### config.mk
export PLATFORM = sky130hd
export DESIGN_NAME = serial_lsb_serializer
export DESIGN_NICKNAME = d
export VERILOG_FILES = /design/src/rtl/serial_lsb_serializer.sv
export SDC_FILE = /design/constraint.sdc
export NUM_CORES = 1
export LEC_CHECK = 0
export ABC_CLOCK_PERIOD_IN_PS = 1800
export CAP_MARGIN = 25
export CORE_MARGIN = 5
export CORE_UTILIZATION = 54
export CTS_BUF_LIST = sky130_fd_sc_hd__clkbuf_8
export CTS_CLUSTER_DIAMETER = 120
export DETAILED_ROUTE_END_ITERATION = 6
export MAX_ROUTING_LAYER = met4
export PLACE_DENSITY = 0.8
export SETUP_SLACK_MARGIN = 0.4
export SLEW_MARGIN = 20
export SYNTH_ARGS = -nofsm -noshare
export SYNTH_HDL_FRONTEND = slang
export SYNTH_SLANG_ARGS = --single-unit
export TNS_END_PERCENT = 1
### constraint.sdc
create_clock -name clk -period 1.8 [get_ports clk]
set_input_delay 0.18 -clock clk [delete_from_list [all_inputs] [get_ports clk]]
set_output_delay 0.18 -clock clk [all_outputs]
set_load 0.1 [all_outputs]
### src/rtl/serial_lsb_serializer.sv
// serial_lsb_serializer
//
// Parallel-to-serial front end for the serial two's-complement FSM. Words of
// WIDTH bits come in over a valid/ready handshake and leave one bit per clock,
// LSB first. A frame_start strobe marks bit 0 of every word so the downstream
// FSM can be cleared, and frame_last marks bit WIDTH-1. GAP idle cycles follow
// each word's last bit.
//
// Optional feature: define SERIALIZER_SKID_BUF_EN to add a one-entry holding
// buffer. Back-to-back words then stream with no IDLE cycle between frames.
//
// Ports:
//   clk          clock, all state changes on the rising edge
//   reset        synchronous, active-high
//   in_valid     in_data is presented
//   in_ready     a word transfers at an edge where in_valid && in_ready
//   in_data      word to serialize, bit 0 goes out first
//   out_bit      serial data, 0 when not shifting
//   out_valid    out_bit carries a data bit
//   frame_start  high during bit 0 of each word
//   frame_last   high during bit WIDTH-1 of each word
//   busy         state is not IDLE

module serial_lsb_serializer #(
   parameter int unsigned WIDTH = 6,
   parameter int unsigned GAP   = 0
) (
   input  logic             clk,
   input  logic             reset,
   input  logic             in_valid,
   output logic             in_ready,
   input  logic [WIDTH-1:0] in_data,
   output logic             out_bit,
   output logic             out_valid,
   output logic             frame_start,
   output logic             frame_last,
   output logic             busy
);

   localparam int unsigned   CntW    = (WIDTH > 1) ? $clog2(WIDTH) : 1;
   localparam logic [CntW-1:0] LastCnt = CntW'(WIDTH - 1);
   localparam logic [3:0]    GapInit = 4'(GAP);

   typedef enum logic [1:0] {
      StIdle,
      StShift,
      StGap
   } state_e;

   state_e            state_q, state_d;
   logic [WIDTH-1:0]  shreg_q, shreg_d;
   logic [CntW-1:0]   bit_cnt_q, bit_cnt_d;
   logic [3:0]        gap_cnt_q, gap_cnt_d;

   logic              out_bit_q, out_bit_d;
   logic              out_valid_q, out_valid_d;
   logic              frame_start_q, frame_start_d;
   logic              frame_last_q, frame_last_d;

   logic              accept;
   logic              frame_end;
   logic              load_en;
   logic [WIDTH-1:0]  load_data;

`ifdef SERIALIZER_SKID_BUF_EN
   logic              buf_full_q, buf_full_d;
   logic [WIDTH-1:0]  buf_data_q, buf_data_d;

   assign in_ready = !buf_full_q && !reset;
`else
   assign in_ready = (state_q == StIdle) && !reset;
`endif

   assign accept = in_valid && in_ready;
   assign busy   = (state_q != StIdle);

   always_comb begin
      state_d   = state_q;
      shreg_d   = shreg_q;
      bit_cnt_d = bit_cnt_q;
      gap_cnt_d = gap_cnt_q;
      frame_end = 1'b0;
      load_en   = 1'b0;
      load_data = in_data;
`ifdef SERIALIZER_SKID_BUF_EN
      buf_full_d = buf_full_q;
      buf_data_d = buf_data_q;
`endif

      case (state_q)
         StIdle: begin
            // The buffer is always empty in IDLE, so an accept loads the shifter.
            if (accept) begin
               load_en = 1'b1;
            end
         end
         StShift: begin
            shreg_d   = shreg_q >> 1;
            bit_cnt_d = bit_cnt_q + CntW'(1);
            if (bit_cnt_q == LastCnt) begin
               if (GAP > 0) begin
                  state_d   = StGap;
                  gap_cnt_d = GapInit;
               end else begin
                  frame_end = 1'b1;
               end
            end
         end
         StGap: begin
            gap_cnt_d = gap_cnt_q - 4'd1;
            if (gap_cnt_q == 4'd1) begin
               frame_end = 1'b1;
            end
         end
         default: begin
            state_d = StIdle;
         end
      endcase

      if (frame_end) begin
`ifdef SERIALIZER_SKID_BUF_EN
         if (buf_full_q) begin
            load_en    = 1'b1;
            load_data  = buf_data_q;
            buf_full_d = 1'b0;
         end else if (accept) begin
            // Buffer empty, so in_ready is high: the new word goes straight in.
            load_en = 1'b1;
         end else begin
            state_d = StIdle;
         end
`else
         state_d = StIdle;
`endif
      end

`ifdef SERIALIZER_SKID_BUF_EN
      // Words arriving mid-frame wait in the buffer until the frame ends.
      if (accept && (state_q != StIdle) && !frame_end) begin
         buf_full_d = 1'b1;
         buf_data_d = in_data;
      end
`endif

      if (load_en) begin
         state_d   = StShift;
         shreg_d   = load_data;
         bit_cnt_d = '0;
      end

      // Outputs are registered copies of what the next state decodes to, so
      // they describe the bit on the wire during the following cycle.
      out_valid_d   = (state_d == StShift);
      out_bit_d     = out_valid_d && shreg_d[0];
      frame_start_d = out_valid_d && (bit_cnt_d == '0);
      frame_last_d  = out_valid_d && (bit_cnt_d == LastCnt);
   end

   always_ff @(posedge clk) begin
      if (reset) begin
         state_q       <= StIdle;
         shreg_q       <= '0;
         bit_cnt_q     <= '0;
         gap_cnt_q     <= '0;
         out_bit_q     <= 1'b0;
         out_valid_q   <= 1'b0;
         frame_start_q <= 1'b0;
         frame_last_q  <= 1'b0;
`ifdef SERIALIZER_SKID_BUF_EN
         buf_full_q    <= 1'b0;
         buf_data_q    <= '0;
`endif
      end else begin
         state_q       <= state_d;
         shreg_q       <= shreg_d;
         bit_cnt_q     <= bit_cnt_d;
         gap_cnt_q     <= gap_cnt_d;
         out_bit_q     <= out_bit_d;
         out_valid_q   <= out_valid_d;
         frame_start_q <= frame_start_d;
         frame_last_q  <= frame_last_d;
`ifdef SERIALIZER_SKID_BUF_EN
         buf_full_q    <= buf_full_d;
         buf_data_q    <= buf_data_d;
`endif
      end
   end

   assign out_bit     = out_bit_q;
   assign out_valid   = out_valid_q;
   assign frame_start = frame_start_q;
   assign frame_last  = frame_last_q;

endmodule
After elaboration in Yosys (flattened, before gate mapping)
Index checks and enable logic that the tools add are counted.

storage, ports and cells
  register bits after elaboration = 19
  input port bits = 9
  output and inout bits = 6
  word-level logic and storage cells = 40

operators by class
  add/sub/neg operators = 2
  equal/unequal tests = 6
  mux-type cells = 12
  reductions and logical operators = 11

operators with widths
  cell                   count
  $mux W6                2
  $eq A3 B3 Y1 const B   2
  $mux W2                3
  $mux W3                2
  $logic_and A1 B1 Y1    5
  $eq A2 B1 Y1 const B   2
  $eq A4 B1 Y1 const B   1
  $mux W1                4
  $reduce_bool A2 Y1     2
  $sub A4 B1 Y4 const B  1
  $add A3 B1 Y3 const B  1
  $logic_not A3 Y1       1
  $reduce_or A3 Y1       1
  $eq A2 B2 Y1 const B   1
  $logic_not A2 Y1       1
  $pmux W1 S2            1
  $logic_not A1 Y1       1

Depth between registers and ports, before layout
Gate-level depths: netlist of the first run.

  word-level depth = 8
  gate-level depth with buffers = 7
  depth with buffers taken out = 6

Least setup slack after synthesis of the first run
OpenSTA, ideal clock, no wires.

  path kind = reg-to-output
  from = reg state_q[0]
  to = out in_ready
  data arrival time = 2.350 ns
  data required time = 1.620 ns
  path slack = -0.730 ns
  cell stages (with the launch flop) = 5
  buffers on the path = 0
  cells stage by stage = dfxtp_1 -> inv_1 -> ha_1 -> inv_1 -> nor2_1

on the way
  word-level cells in the longest chain between the ends = 2

RTL lines
  what                    RTL line  RTL
  from (decl)             50        state_e state_q, state_d;
  from (signal assigned)  161       state_q <= StIdle;
  from (signal assigned)  174       state_q <= state_d;
  $logic_not A2 Y1        71        assign in_ready = (state_q == StIdle) && !reset;
  $logic_and A1 B1 Y1     71
  to (decl)               31        output logic in_ready,

No other way between the ends.

Worst setup path in the final report of the first run
  from = reg state_q[0]
  to = reg out_bit_q (netlist: out_bit)

on the way
  word-level cells in the longest chain between the ends = 8
  elaborated cells between the ends (all ways) = 16
  classes of those cells = eq/ne: 3; mux: 8; reduce/logical: 5

RTL lines
  what                                                                      RTL line  RTL
  parallel branches: the longest is 7 deep, another holds $reduce_or A3 Y1  n/a
  $logic_and A1 B1 Y1 (*)                                                   154       out_bit_d = out_valid_d && shreg_d[0];
  to (signal assigned)                                                      178       out_bit_q <= out_bit_d;
  to (decl)                                                                 55        logic out_bit_q, out_bit_d;

Mark *: on every way between the ends. The select of a mux whose other input is x is not followed.
A chain may end at the register's enable or synchronous reset.

==> results of run 1 <==
## layout by cell type, fill, tap and decap left out, types with 3 or more instances in the layout
| cell type | synthesis | layout |
|---|---|---|
| sky130_fd_sc_hd__a211oi_1 | 6 | 6 |
| sky130_fd_sc_hd__ha_1 | 8 | 5 |
| sky130_fd_sc_hd__nor2_1 | 14 | 13 |
| sky130_fd_sc_hd__dfxtp_1 | 19 | 15 |
| sky130_fd_sc_hd__a21oi_1 | 6 | 6 |
| sky130_fd_sc_hd__clkdlybuf4s50_1 | 0 | 8 |
| sky130_fd_sc_hd__buf_4 | 0 | 7 |
| sky130_fd_sc_hd__mux2i_1 | 4 | 4 |
| sky130_fd_sc_hd__dfxtp_2 | 0 | 3 |
| sky130_fd_sc_hd__clkbuf_8 | 0 | 3 |
| sky130_fd_sc_hd__nand2_1 | 8 | 6 |
| sky130_fd_sc_hd__inv_1 | 7 | 5 |
| sky130_fd_sc_hd__ha_4 | 0 | 3 |
| sky130_fd_sc_hd__nand2b_1 | 3 | 3 |
## logic make-up after synthesis
| family | Yosys count |
|---|---|
| simple gates | 34 |
| xor+xnor | 4 |
| buf+inv | 10 |
| compound gates | 19 |
| fa+ha+maj | 8 |
| mux | 6 |
| flops | 19 |
## stage by stage
step / instance area (um^2) / total power, W
detailed placement: 1130 / 0.000679
floorplan: 953 / 0.000610
global placement: 1130 / 0.000674
finish: 1230 / 0.000971
CTS: 1180 / 0.000965
global route: 1230 / 0.00102
## worst register-to-register path: stages (launching register included)
cell and delay, ps:
sky130_fd_sc_hd__dfxtp_4 370, sky130_fd_sc_hd__inv_4 50, sky130_fd_sc_hd__ha_4 180, sky130_fd_sc_hd__nor4bb_4 160, sky130_fd_sc_hd__o21ai_2 210, sky130_fd_sc_hd__nand2_2 90
sky130_fd_sc_hd__a221oi_2 250
## area by class of cell
cell class	instances	area [um^2]
multi-input combinational	71	574
fill	130	459
sequential	19	388
timing repair buffer	17	173
clock buffer	3	41.3
inverter	7	28.8
tap	17	21.3
clock inverter	1	3.75
## sequential cells by signal, indices dropped and copies added (netlist names)
signal	cells
shreg_q	6
gap_cnt_q	4
frame_last	1
state_q	2
out_bit	1
frame_start	1
out_valid	1
bit_cnt_q	3
## power by group through the flow
stage	combinational, W	clock [W]	sequential [W]
6_report	0.000231	0.000285	0.000455
5_1_grt	0.000244	0.000315	0.000457
4_1_cts	0.000222	0.000291	0.000452
3_5_place_dp	0.000217	0	0.000462
3_3_place_gp	0.000213	0	0.000461
2_1_floorplan	0.000112	0	0.000498
## timing repair
item	4_1_cts	5_1_grt
buffers inserted	0	0
pin swaps	2	2
gates resized for setup	5	13
endpoints found under the setup margin	13	12
## routing by layer
metal  routed length [um]  up-vias  track usage (%)
met5                    0        -                -
met4                   33        0             6.55
met3                   69        5             3.44
met2                 1070       10             29.5
met1                  898      359             18.4
li1                     -      380                -
## how the worst min path moves through the flow
| stage | from | to | slack (ps) |
|---|---|---|---|
| final | gap_cnt_q[1]$_SDFFE_PP0P_ | gap_cnt_q[1]$_SDFFE_PP0P_ | 500 |
| after global routing | in_data[5] | shreg_q[5]$_SDFFE_PP0P_ | 500 |
| after CTS | in_data[5] | shreg_q[5]$_SDFFE_PP0P_ | 500 |
| after detailed placement | gap_cnt_q[1]$_SDFFE_PP0P_ | gap_cnt_q[1]$_SDFFE_PP0P_ | 490 |
| after global placement | shreg_q[5]$_SDFFE_PP0P_ | shreg_q[5]$_SDFFE_PP0P_ | 480 |
| after floorplan | reset | frame_start$_SDFF_PP0_ | 250 |
## cell usage after synthesis (all sizes together)
library cell | n | share of area (%)
xor2 | 2 | 1.9
a221oi | 2 | 3.2
o21bai | 1 | 0.79
nor4bb | 1 | 2.6
mux2 | 2 | 2.4
nor3 | 2 | 1.1
nand2 | 8 | 3.2
a21oi | 6 | 3.2
ha | 8 | 11
clkbuf | 1 | 0.40
nor4b | 1 | 0.93
nand3b | 1 | 0.79
nand2b | 3 | 2.0
mux2i | 4 | 4.2
a211oi | 6 | 4.8
buf | 2 | 1.7
nor2b | 1 | 0.66
nor2 | 14 | 5.6
a21o | 1 | 0.93
dfxtp | 19 | 40
and2 | 2 | 1.5
xnor2 | 2 | 1.9
a41oi | 1 | 0.93
inv | 7 | 2.8
o21ai | 2 | 1.5
nand3 | 1 | 0.53
==> summary by stage, run 1 <==
Critical path
Broken down by cell family, the worst path's largest delay share belongs to compound AO/OA/AOI/OAI gates. In this run the worst path has a maximum fanout of 6. Together, buffers and inverters on the worst path number 1.

The critical path runs through a total of 6 cells. The worst register-to-register path has a depth of 6. The largest single stage delay on the critical path is 370 ps. The critical path's slowest cell is sky130_fd_sc_hd__dfxtp_4. The launching element type of the critical path is a register.

The data arrival time at the worst-slack endpoint is 1570 ps. The endpoint class of the critical path is a register. The worst reg2reg path endpoint is out_bit$_SDFF_PP0_. The internal reg-to-reg setup slack is 400 ps.

By startpoint and endpoint, the worst setup path is classified as register to register. The worst register-to-register path begins at state_q[0]$_SDFF_PP0_. The critical path capture point is out_bit$_SDFF_PP0_.

The signal on the critical path passes through inv_4, ha_4, nor4bb_4, o21ai_2, nand2_2, a221oi_2. STA puts the critical path data required time at 1960 ps. The start point of the critical path is state_q[0]$_SDFF_PP0_.

Pwr
The share of total power dissipated in the clock network is 29.3%. The share of power burned in registers is 46.8%. The switching part of the total is 29.9%. IR analysis of the VDD net gives a maximum drop of 0.000552 V. The share of total power dissipated in combinational logic is 23.8%. Cell internal power was estimated by the tool at 0.000681 W.

Power spread over the standard cell area amounts to 790 mW/mm^2. The leakage power figure is 0.468 nW. The net switching power is 0.000290 W.

STA
The worst path in the final design needs a cycle of 1400 ps, including I/O delays and setup. Dividing the final minimum period by the clock period gives 77.9%. Hold is met by 500 ps.

In the final timing run, aggregate negative setup slack is 0 ps. The max-slew violation count is 0. Timing would allow up to 714 MHz. The worst slew slack as a fraction of its limit is 73.9%. The final worst setup slack is 399 ps. Across the routed clock network, the largest skew measured is 2.27 ps. Setup violations remaining at the end of the flow were counted as 0. For the pin with the worst max-slew slack, the measured transition is 387 ps. Setup repair after global routing could not meet its margin everywhere. The final count of hold timing violations was 0.

Logic synthesis
The main combinational cell family by area after synthesis is simple AND/OR/NAND/NOR gates. The share of the Yosys chip area taken by registers is 40.2%. The warning count from the yosys run is 0. The number of nets in the synthesized netlist is 117.

The mux contribution to synthesized area is 6.61%. The synthesized flop and latch total is 19. The average cell area after synthesis is 9.46 um^2. The post-synthesis share of cell area spent on and, or, nand and nor gates is 18.8%. Summing the areas of all compound-gate instances in the mapped netlist gives 15.2% of the synthesized area. The synthesized netlist devotes 3.70% of its cell area to XOR and XNOR gates. The share of synthesized cell area in full adder, half adder and majority cells is 10.6%. The cell count after synthesis is 100. After synthesis the cells add up to 946 um^2.

In this run, distinct cell masters in the synthesized netlist total 29.

Clock tree
The number of H-tree branching levels is 1. The clock tree from TritonCTS is done. For the worst-skew pair, the clock arrives at the later sink with an insertion delay of 250 ps. The buffer depth of the longest clock path is 2. The root buffer cell chosen for the clock tree is sky130_fd_sc_hd__clkbuf_8. Buffers inserted during clock tree synthesis total 3. After clock tree synthesis, the clock-pin slew on the worst setup and hold paths is 70 ps. The clock sink total is 19.

After clock tree synthesis, the flow added hold-fix buffers numbering 0.

Layout
Cells with a size suffix above 1 make up 28.8% of the layout. The synthesis-to-finish area growth is 30.0%. The antenna diode count is 0. The count of nets after finishing is 136.

The final cell count without fillers is 135. For this run, the share of the core covered by cells in the final layout is 72.8%.

Outcome
The run finished with clean final reports.

Detailed routing
The count of vias placed by the detailed router is 754. The residual DRC count is 0. The average wire per cell in the routed design is 15.4 um. The first-pass iteration count of the detailed router is 4. The count of nets left with antenna violations after detail routing is 0.

In the routed layout, each cell is associated on average with a via count of 5.59. The post-detailed-routing wire length is 2.08 mm. The number of DRC violations after detailed-routing iteration 0 is 5.

Job
The reported max-cap violation count is 0.

Placement
The HPWL after detailed placement is 1.52 mm. The number of buffer cells added on primary ports is 14. Counting tap cells, the placed design contains a total of 131 instances. Routability-driven placement finished with a final weighted congestion of 0.771.

The worst slack at placement is 294 ps.

Floorplan
The total area inside the core boundary comes to 0.00169 mm^2. The chip width is 51.9 um. The die extent in y is 51.9 um. The effective utilization at floorplan is 56.0%. The die covers 0.00269 mm^2. For this design the top-level I/O count stands at 15. The number of standard-cell rows in the floorplan is 15.

Min path
The worst hold path belongs to the class register to register. The worst hold path was traced through 2 stages.

Global route
The initial antenna violation count is 0. Entering global routing, the biggest net connects 13 pins. The via count of the first global-routing pass is 774.

Global routing used 16.8% of the available tracks. The global-route wire length before repair is 3.24 mm. The total overflow left after global routing is 0.
(Power assumes the default switching activity.)
==> run 2, diff against run 1 <==
ABC_CLOCK_PERIOD_IN_PS = 1300   (was 1800)
clock period = 1.3 ns   (was 1.8 ns; I/O delays follow)
==> run 2 against run 1 <==
The run now ends with negative setup slack left. Core utilization up 16 points. Clock skew is 2.0 ps higher. Non-clock buffer count rose by 18. Flip-flop and latch count stayed put. Power rose by 50%. First-iteration DRC count grew to 3.2 times the previous value. Via count grew 18%. Largest power group unchanged. Hold slack worse by 17 ps. Count of clock-buffer cells in the layout unchanged. Register-to-register slack worse by 510 ps. Sequential share of layout area decreased by 5.7 points.
==> summary by stage, run 2 (synthesized netlist as in run 1, its figures left out) <==
Outcome
The flow ran to the end, but the final reports show violations. The checks that failed: negative setup slack.

Floorplan
The area of the core is 0.00169 mm^2 (unchanged). The number of placed I/O pins came to 15 (unchanged). The chip width is 51.9 um (unchanged). The die extent in y is 51.9 um (unchanged). The effective utilization at floorplan is 56.0% (unchanged). The number of standard-cell rows in the floorplan is 15 (unchanged).

The full die area is 0.00269 mm^2 (unchanged).

Global route
The initial antenna violation count is 0 (unchanged). The met3 track utilization from global routing is 3.72% (+0.29 points). The overall overflow remaining after global route is 0 (unchanged).

The via count of the first global-routing pass is 890 (+15%). The aggregate global-route resource usage came to 19.8% (+3.0 points). The met2 layer usage reported by global route is 35.1% (+5.6 points). The layer flagged by global routing as most heavily used is met2. The global-route wire length before repair is 3.78 mm (+17%). The pin count of the biggest net entering global routing is 12 (-1). The global routing usage on met1 was 19.9% (+1.5 points).

Clock tree
The CTS clock-pin slew for the worst setup and hold paths is 70 ps (about the same). The buffer type at the clock tree root is sky130_fd_sc_hd__clkbuf_8. The number of H-tree branching levels is 1 (unchanged). The TritonCTS buffer count is 3 (unchanged).

The clock latency on the worst-skew pair is 260 ps (about the same). The buffer depth of the longest clock path is 2 (unchanged). The clock sink total is 19 (unchanged). TritonCTS built the clock tree.

Layout
The most common library cell in the layout ignoring fill and taps is sky130_fd_sc_hd__buf_4. The count of nets after finishing is 154 (+13%). The total of fill cells in the finished design is 76 (-42%). In the final layout, the registers with the most flip-flops are shreg_q: 6 flops, gap_cnt_q: 4 flops, bit_cnt_q: 3 flops. The antenna diode count is 0 (unchanged).

The layout cell share with drive strength beyond 1 is 48.5% (+20 points). The utilization after layout came to 88.6% (+16 points). The flip-flop count of the largest register, all copies and words added was 6 (unchanged). The top cell types in the final layout, fill and taps aside, are 16 x sky130_fd_sc_hd__buf_4, 14 x sky130_fd_sc_hd__dfxtp_1, 13 x sky130_fd_sc_hd__nor2_1, 8 x sky130_fd_sc_hd__clkdlybuf4s50_1.

The register name with the most flops is shreg_q. The synthesis-to-finish area growth is 58.2%.

STA
The largest clock skew in the final design was 4.23 ps (+1.96 ps). The slew of the pin with the lowest slew margin is 252 ps (-135 ps). Setup repair after global routing could not meet its margin everywhere. The max-slew violation count is 0 (unchanged). The setup-violating endpoint count in the final report is 12 (+12). The aggregate negative setup slack is -716 ps (-716 ps).

The final count of hold timing violations is 0 (unchanged). Of the available clock period, the critical path in the final layout requires 109%. The worst slew slack as a fraction of its limit came to 83.2% (+9.3 points). The worst path in the final design needs a cycle of 1410 ps, including I/O delays and setup. Derived from the worst setup path, the maximum achievable clock frequency is 709 MHz. The final worst setup slack came to -111 ps (-510 ps).

Critical path
The data arrival time at the worst-slack endpoint is 1280 ps (-290 ps). The family with the most delay on the worst path is buffers and inverters. The path depth of the worst reg2reg path came to 6 (unchanged).

The critical path's slowest cell is sky130_fd_sc_hd__dfxtp_2. The required time at the endpoint of the critical path is 1170 ps (-790 ps). The signal on the critical path passes through inv_2, buf_6, ha_4, inv_4, nor2_4, buf_12. The number of gates on the worst path with buffers counted is 6 (unchanged). The launching element type of the critical path is a register. The worst-path maximum fanout is 3 (-3). The worst reg2reg path endpoint is frame_start$_SDFF_PP0_. The start-to-end type of the worst setup path is register to output port. In this run the critical register-to-register path is launched from bit_cnt_q[1]$_SDFF_PP0_. The internal reg-to-reg setup slack is -110 ps (-510 ps). The buffers plus inverters on the worst setup path is 4 (+3).

The biggest cell delay along the critical path is 340 ps (-30 ps). The endpoint class of the critical path is an output port.

Pwr
The leakage power figure came to 0.585 nW (+25%). The net switching power is 0.000451 W (+55%). The total power was 0.00145 W (+50%). The cell area power density is 971 mW/mm^2 (+23%). The total internal power was 0.00100 W (+47%). The combinational power share is 27.8% (+4.0 points).

The share of power burned in registers is 43.6% (-3.2 points). The switching part of the total came to 31.0% (+1.1 points). The clock share of power is 28.6% (-0.7 points).

The largest voltage drop on the vdd net is 0.000904 V (+64%).

Placement
The weighted congestion at the end of routability-driven global placement is 0.859 (+11%). The worst slack at placement was -136 ps (-430 ps). The HPWL after detailed placement is 1.61 mm (+5.7%).

The number of buffer cells added on primary ports is 14 (unchanged).

Detailed routing
The count of vias placed by the detailed router is 891 (+18%). The average wire per cell in the routed design is 18.1 um (+18%). The residual DRC count is 0 (unchanged). The number of DRC violations after detailed-routing iteration 0 was 16 (+11). The first-pass iteration count of the detailed router was 4 (unchanged). The via-per-instance ratio was 5.82 (+4.3%). The post-detailed-routing wire length was 2.77 mm (+34%). The count of nets left with antenna violations after detail routing is 0 (unchanged).

Job
The reported max-cap violation count was 0 (unchanged).

Min path
The worst hold path begins at in_data[5]. The cell count of the worst hold path came to 3 (+1). The worst hold path terminates at shreg_q[5]$_SDFFE_PP0P_. The classification of the worst-slack hold path is input port to register.
## run 2: power groups by stage
stage / combinational (W) / clock (W) / sequential [W]
floorplan: 0.000155 / 0 / 0.000690
global placement: 0.000345 / 0 / 0.000639
detailed placement: 0.000352 / 0 / 0.000642
CTS: 0.000374 / 0.000408 / 0.000629
global route: 0.000425 / 0.000450 / 0.000635
finish: 0.000404 / 0.000416 / 0.000633
## run 2: tightest hold or removal path, stage by stage
cell                              delay (ps)
sky130_fd_sc_hd__clkdlybuf4s50_1         400
sky130_fd_sc_hd__nand2_1                  80
sky130_fd_sc_hd__a21oi_1                  80
## run 2: worst max path at each step
stage,start,endpoint
after floorplan,state_q[0]$_SDFF_PP0_,in_ready
after global placement,state_q[1]$_SDFF_PP0_,state_q[1]$_SDFF_PP0_
after detailed placement,state_q[1]$_SDFF_PP0_,out_bit$_SDFF_PP0_
after CTS,state_q[0]$_SDFF_PP0_,in_ready
after global routing,bit_cnt_q[1]$_SDFF_PP0_,frame_start$_SDFF_PP0_
final,state_q[0]$_SDFF_PP0_,in_ready
## run 2: per-stage QoR
step	area [um^2]	hold slack (ps)	cells
floorplan	953	196	100
CTS	1450	449	153
global placement	1300	474	147
detailed placement	1300	486	147
global route	1500	488	153
finish	1500	483	153
## run 2: cell type report
type / instances / area [um^2] / area share (%)
Inverter: 7 / 31.3 / 2.09
Clock buffer: 3 / 41.3 / 2.76
Tap cell: 17 / 21.3 / 1.42
Timing Repair Buffer: 35 / 377 / 25.2
Sequential cell: 19 / 387 / 25.8
Clock inverter: 1 / 3.75 / 0.251
Multi-Input combinational cell: 71 / 636 / 42.5
## run 2: routing by layer
| layer | up-vias | wire [um] |
|---|---|---|
| met5 | - | 0 |
| met4 | 0 | 95 |
| met3 | 14 | 106 |
| met2 | 26 | 1590 |
| met1 | 438 | 983 |
| li1 | 413 | - |
## run 2: repair_timing
item,in CTS,in global routing
setup buffers,2,0
hold endpoints to repair,0,0
setup endpoints to repair,25,25
gates resized for setup,24,14
pin swaps,5,7
hold buffers,0,0
==> run 3, diff against run 2 <==
--- a/config.mk
+++ b/config.mk
@@ -6,5 +6,4 @@
 export NUM_CORES = 1
 export LEC_CHECK = 0
-export ABC_CLOCK_PERIOD_IN_PS = 1300
 export CAP_MARGIN = 25
 export CORE_MARGIN = 5
==> constraint.sdc (replaced) <==
create_clock -name clk -period 1.39 [get_ports clk]
set_input_delay 0.139 -clock clk [delete_from_list [all_inputs] [get_ports clk]]
set_output_delay 0.139 -clock clk [all_outputs]
set_load 0.005 [all_outputs]
==> run 3 against run 2 <==
The flow now finishes without violations. First-iteration DRC count is 81% lower. Largest cell class unchanged. Global-route usage down 2.5 points. Routed wire length down 26%. Sequential power decreased by 7.7%. Final area down 9.6%. Via count shrank 14%. Register-to-register slack improved by 180 ps.
==> summary by stage, run 3 (synthesized netlist as in run 1, its figures left out) <==
Detailed routing
The first-pass iteration count of the detailed router is 4 (unchanged). The via-per-instance ratio is 5.37 (-7.7%). The count of vias placed by the detailed router came to 763 (-14%). The average wire per cell in the routed design came to 14.4 um (-21%). The residual DRC count was 0 (unchanged). The count of nets left with antenna violations after detail routing is 0 (unchanged). The post-detailed-routing wire length is 2.04 mm (-26%). The number of DRC violations after detailed-routing iteration 0 is 3 (-13).

Pwr
The share of power burned in registers is 48.4% (+4.8 points). The clock share of power is 32.4% (+3.8 points). The leakage power figure is 0.578 nW (-1.2%). The largest voltage drop on the vdd net is 0.000628 V (-31%). The combinational power share is 19.2% (-8.6 points). The switching part of the total is 26.0% (-5.0 points). The net switching power is 0.000314 W (-30%). The cell area power density was 892 mW/mm^2 (-8.1%). The total internal power came to 0.000893 W (-11%).

Clock tree
The buffer depth of the longest clock path came to 2 (unchanged). TritonCTS built the clock tree. The clock latency on the worst-skew pair is 260 ps (about the same). The TritonCTS buffer count is 3 (unchanged). The clock sink total is 19 (unchanged). The number of H-tree branching levels is 1 (unchanged). The buffer type at the clock tree root is sky130_fd_sc_hd__clkbuf_8. The number of buffers inserted by hold repair at cts is 0 (unchanged). The CTS clock-pin slew for the worst setup and hold paths is 70 ps (about the same).

Critical path
The worst setup path is captured at a register. The worst-path maximum fanout is 3 (unchanged). The family with the most delay on the worst path is compound AO/OA/AOI/OAI gates. The required time at the endpoint of the critical path is 1570 ps (+400 ps). The launching element type of the critical path is a register. The critical path's slowest cell is sky130_fd_sc_hd__dfxtp_2. Traced cell by cell, the critical path runs through inv_1, ha_1, nor4bb_4, o21ai_4, nand2_2, a221oi_2.

The data arrival time at the worst-slack endpoint is 1500 ps (+220 ps). The biggest cell delay along the critical path is 340 ps (about the same). The start-to-end type of the worst setup path is register to register.

The buffers plus inverters on the worst setup path is 1 (-3).

Layout
Relative to the synthesized area, the layout overhead comes to 43.0%. The total of fill cells in the finished design came to 108 (+42%). The final cell count without fillers came to 142 (-7.2%). The register name with the most flops is shreg_q. The layout cell share with drive strength beyond 1 is 36.0% (-13 points). The antenna diode count is 0 (unchanged). The register area is 394 um^2 (+1.9%).

The flip-flop count of the largest register, all copies and words added came to 6 (unchanged). In the layout the commonest cells are 14 x sky130_fd_sc_hd__nor2_1, 14 x sky130_fd_sc_hd__dfxtp_1, 8 x sky130_fd_sc_hd__clkdlybuf4s50_1, 6 x sky130_fd_sc_hd__a21oi_1, 6 x sky130_fd_sc_hd__buf_6. The multi-input combinational cell area is 621 um^2 (-2.4%). The largest registers in the layout are shreg_q: 6 flops, gap_cnt_q: 4 flops, bit_cnt_q: 3 flops.

The count of nets after finishing is 143 (-7.1%).

STA
The setup-violating endpoint count in the final report is 0 (-12). The largest clock skew in the final design was 1.65 ps (-2.58 ps). The final worst setup slack is 71.2 ps (+182 ps). Timing would allow up to 758 MHz. The worst slew slack as a fraction of its limit is 74.9% (-8.3 points). The final count of hold timing violations is 0 (unchanged).

The slew of the pin with the lowest slew margin came to 372 ps (+120 ps). The final clock period utilization by the worst path is 94.9%. The routed design could run at a clock period as short as 1320 ps. The max-slew violation count was 0 (unchanged). Setup repair after global routing could not meet its margin everywhere.

Floorplan
The effective utilization at floorplan is 56.0% (unchanged). The area of the core is 0.00169 mm^2 (unchanged). The die extent in y is 51.9 um (unchanged). The number of standard-cell rows in the floorplan was 15 (unchanged). The chip width is 51.9 um (unchanged). The number of placed I/O pins is 15 (unchanged). The full die area came to 0.00269 mm^2 (unchanged).

Placement
The HPWL after detailed placement is 1.39 mm (-13%). The worst slack at placement is 12.9 ps (+149 ps). The number of buffer cells added on primary ports is 14 (unchanged).

The weighted congestion at the end of routability-driven global placement is 0.747 (-13%). The number of cells in the design after placement is 136 (-7.5%).

Global route
The aggregate global-route resource usage came to 17.3% (-2.5 points). The pin count of the biggest net entering global routing came to 15 (+3). The overall overflow remaining after global route is 0 (unchanged). The initial antenna violation count is 0 (unchanged). The global-route wire length before repair is 3.37 mm (-11%). The via count of the first global-routing pass is 772 (-13%).

Min path
The classification of the worst-slack hold path is input port to register.

Outcome
The flow ran to the end, and the final reports show no timing, DRC or antenna violations.

Job
The reported max-cap violation count came to 0 (unchanged).
==> run 3: cell count changes in the layout (fill, tap and decap cells not counted), moves of 3 or more <==
cell                             before  now
sky130_fd_sc_hd__dfxtp_2              5    2
sky130_fd_sc_hd__buf_12               6    0
sky130_fd_sc_hd__a211oi_2             6    1
sky130_fd_sc_hd__dlymetal6s2s_1       0    4
sky130_fd_sc_hd__nand2_1              6    3
sky130_fd_sc_hd__a211oi_1             0    5
sky130_fd_sc_hd__buf_4               16    5
sky130_fd_sc_hd__dfxtp_4              0    3
==> run 3: tightest hold or removal path, stage by stage <==
cell and delay [ps]:
sky130_fd_sc_hd__clkdlybuf4s50_1 400, sky130_fd_sc_hd__nand2_1 60, sky130_fd_sc_hd__a21oi_1 60
==> run 3: final cells by class <==
class	instances	area share [%]
Timing Repair Buffer	24	17.8
Multi-Input combinational cell	71	45.9
Clock buffer	3	3.05
Sequential cell	19	29.1
Tap cell	17	1.57
Inverter	7	2.31
Clock inverter	1	0.278
==> run 3: stage by stage <==
step	area (um^2)	power, W	hold slack (ps)	TNS, ps	utilization (%)
CTS	1270	0.00118	448	0	75.4
global placement	1180	0.000785	473	0	70.1
global route	1350	0.00127	472	-94.9	80.1
floorplan	985	0.000708	205	0	-
detailed placement	1180	0.000791	491	0	70.1
finish	1350	0.00121	446	0	80.1
==> run 3: final timing paths <==
kind / end / cells past startpoint / slack [ps] / from
max: out_bit$_SDFF_PP0_ / 6 / 70 / gap_cnt_q[1]$_SDFFE_PP0P_
min: shreg_q[5]$_SDFFE_PP0P_ / 3 / 450 / in_data[5]
max reg2reg: out_bit$_SDFF_PP0_ / 6 / 70 / gap_cnt_q[1]$_SDFFE_PP0P_
min reg2reg: shreg_q[5]$_SDFFE_PP0P_ / 2 / 500 / shreg_q[5]$_SDFFE_PP0P_
==> run 3: per-layer routing <==
layer	routed length (um)	global-route usage (%)	share of wire, %	up-vias
li1	-	-	-	391
met1	906	19.5	44	354
met2	1010	28.7	49	14
met3	98	5.16	4.8	4
met4	30	6.55	1.5	0
met5	0	-	0	-
==> run 3: power groups by stage <==
stage | Combinational [W] | Clock, W | Sequential, W
after global placement | 0.000187 | 0 | 0.000597
after global routing | 0.000254 | 0.000432 | 0.000587
final | 0.000231 | 0.000391 | 0.000584
after floorplan | 0.000112 | 0 | 0.000595
after detailed placement | 0.000192 | 0 | 0.000599
after CTS | 0.000207 | 0.000394 | 0.000583
==> run 3: timing repair <==
action / CTS / global route
gates resized for setup: 11 / 30
setup endpoints to repair: 25 / 25
pin swaps: 0 / 12
setup buffers: 2 / 0
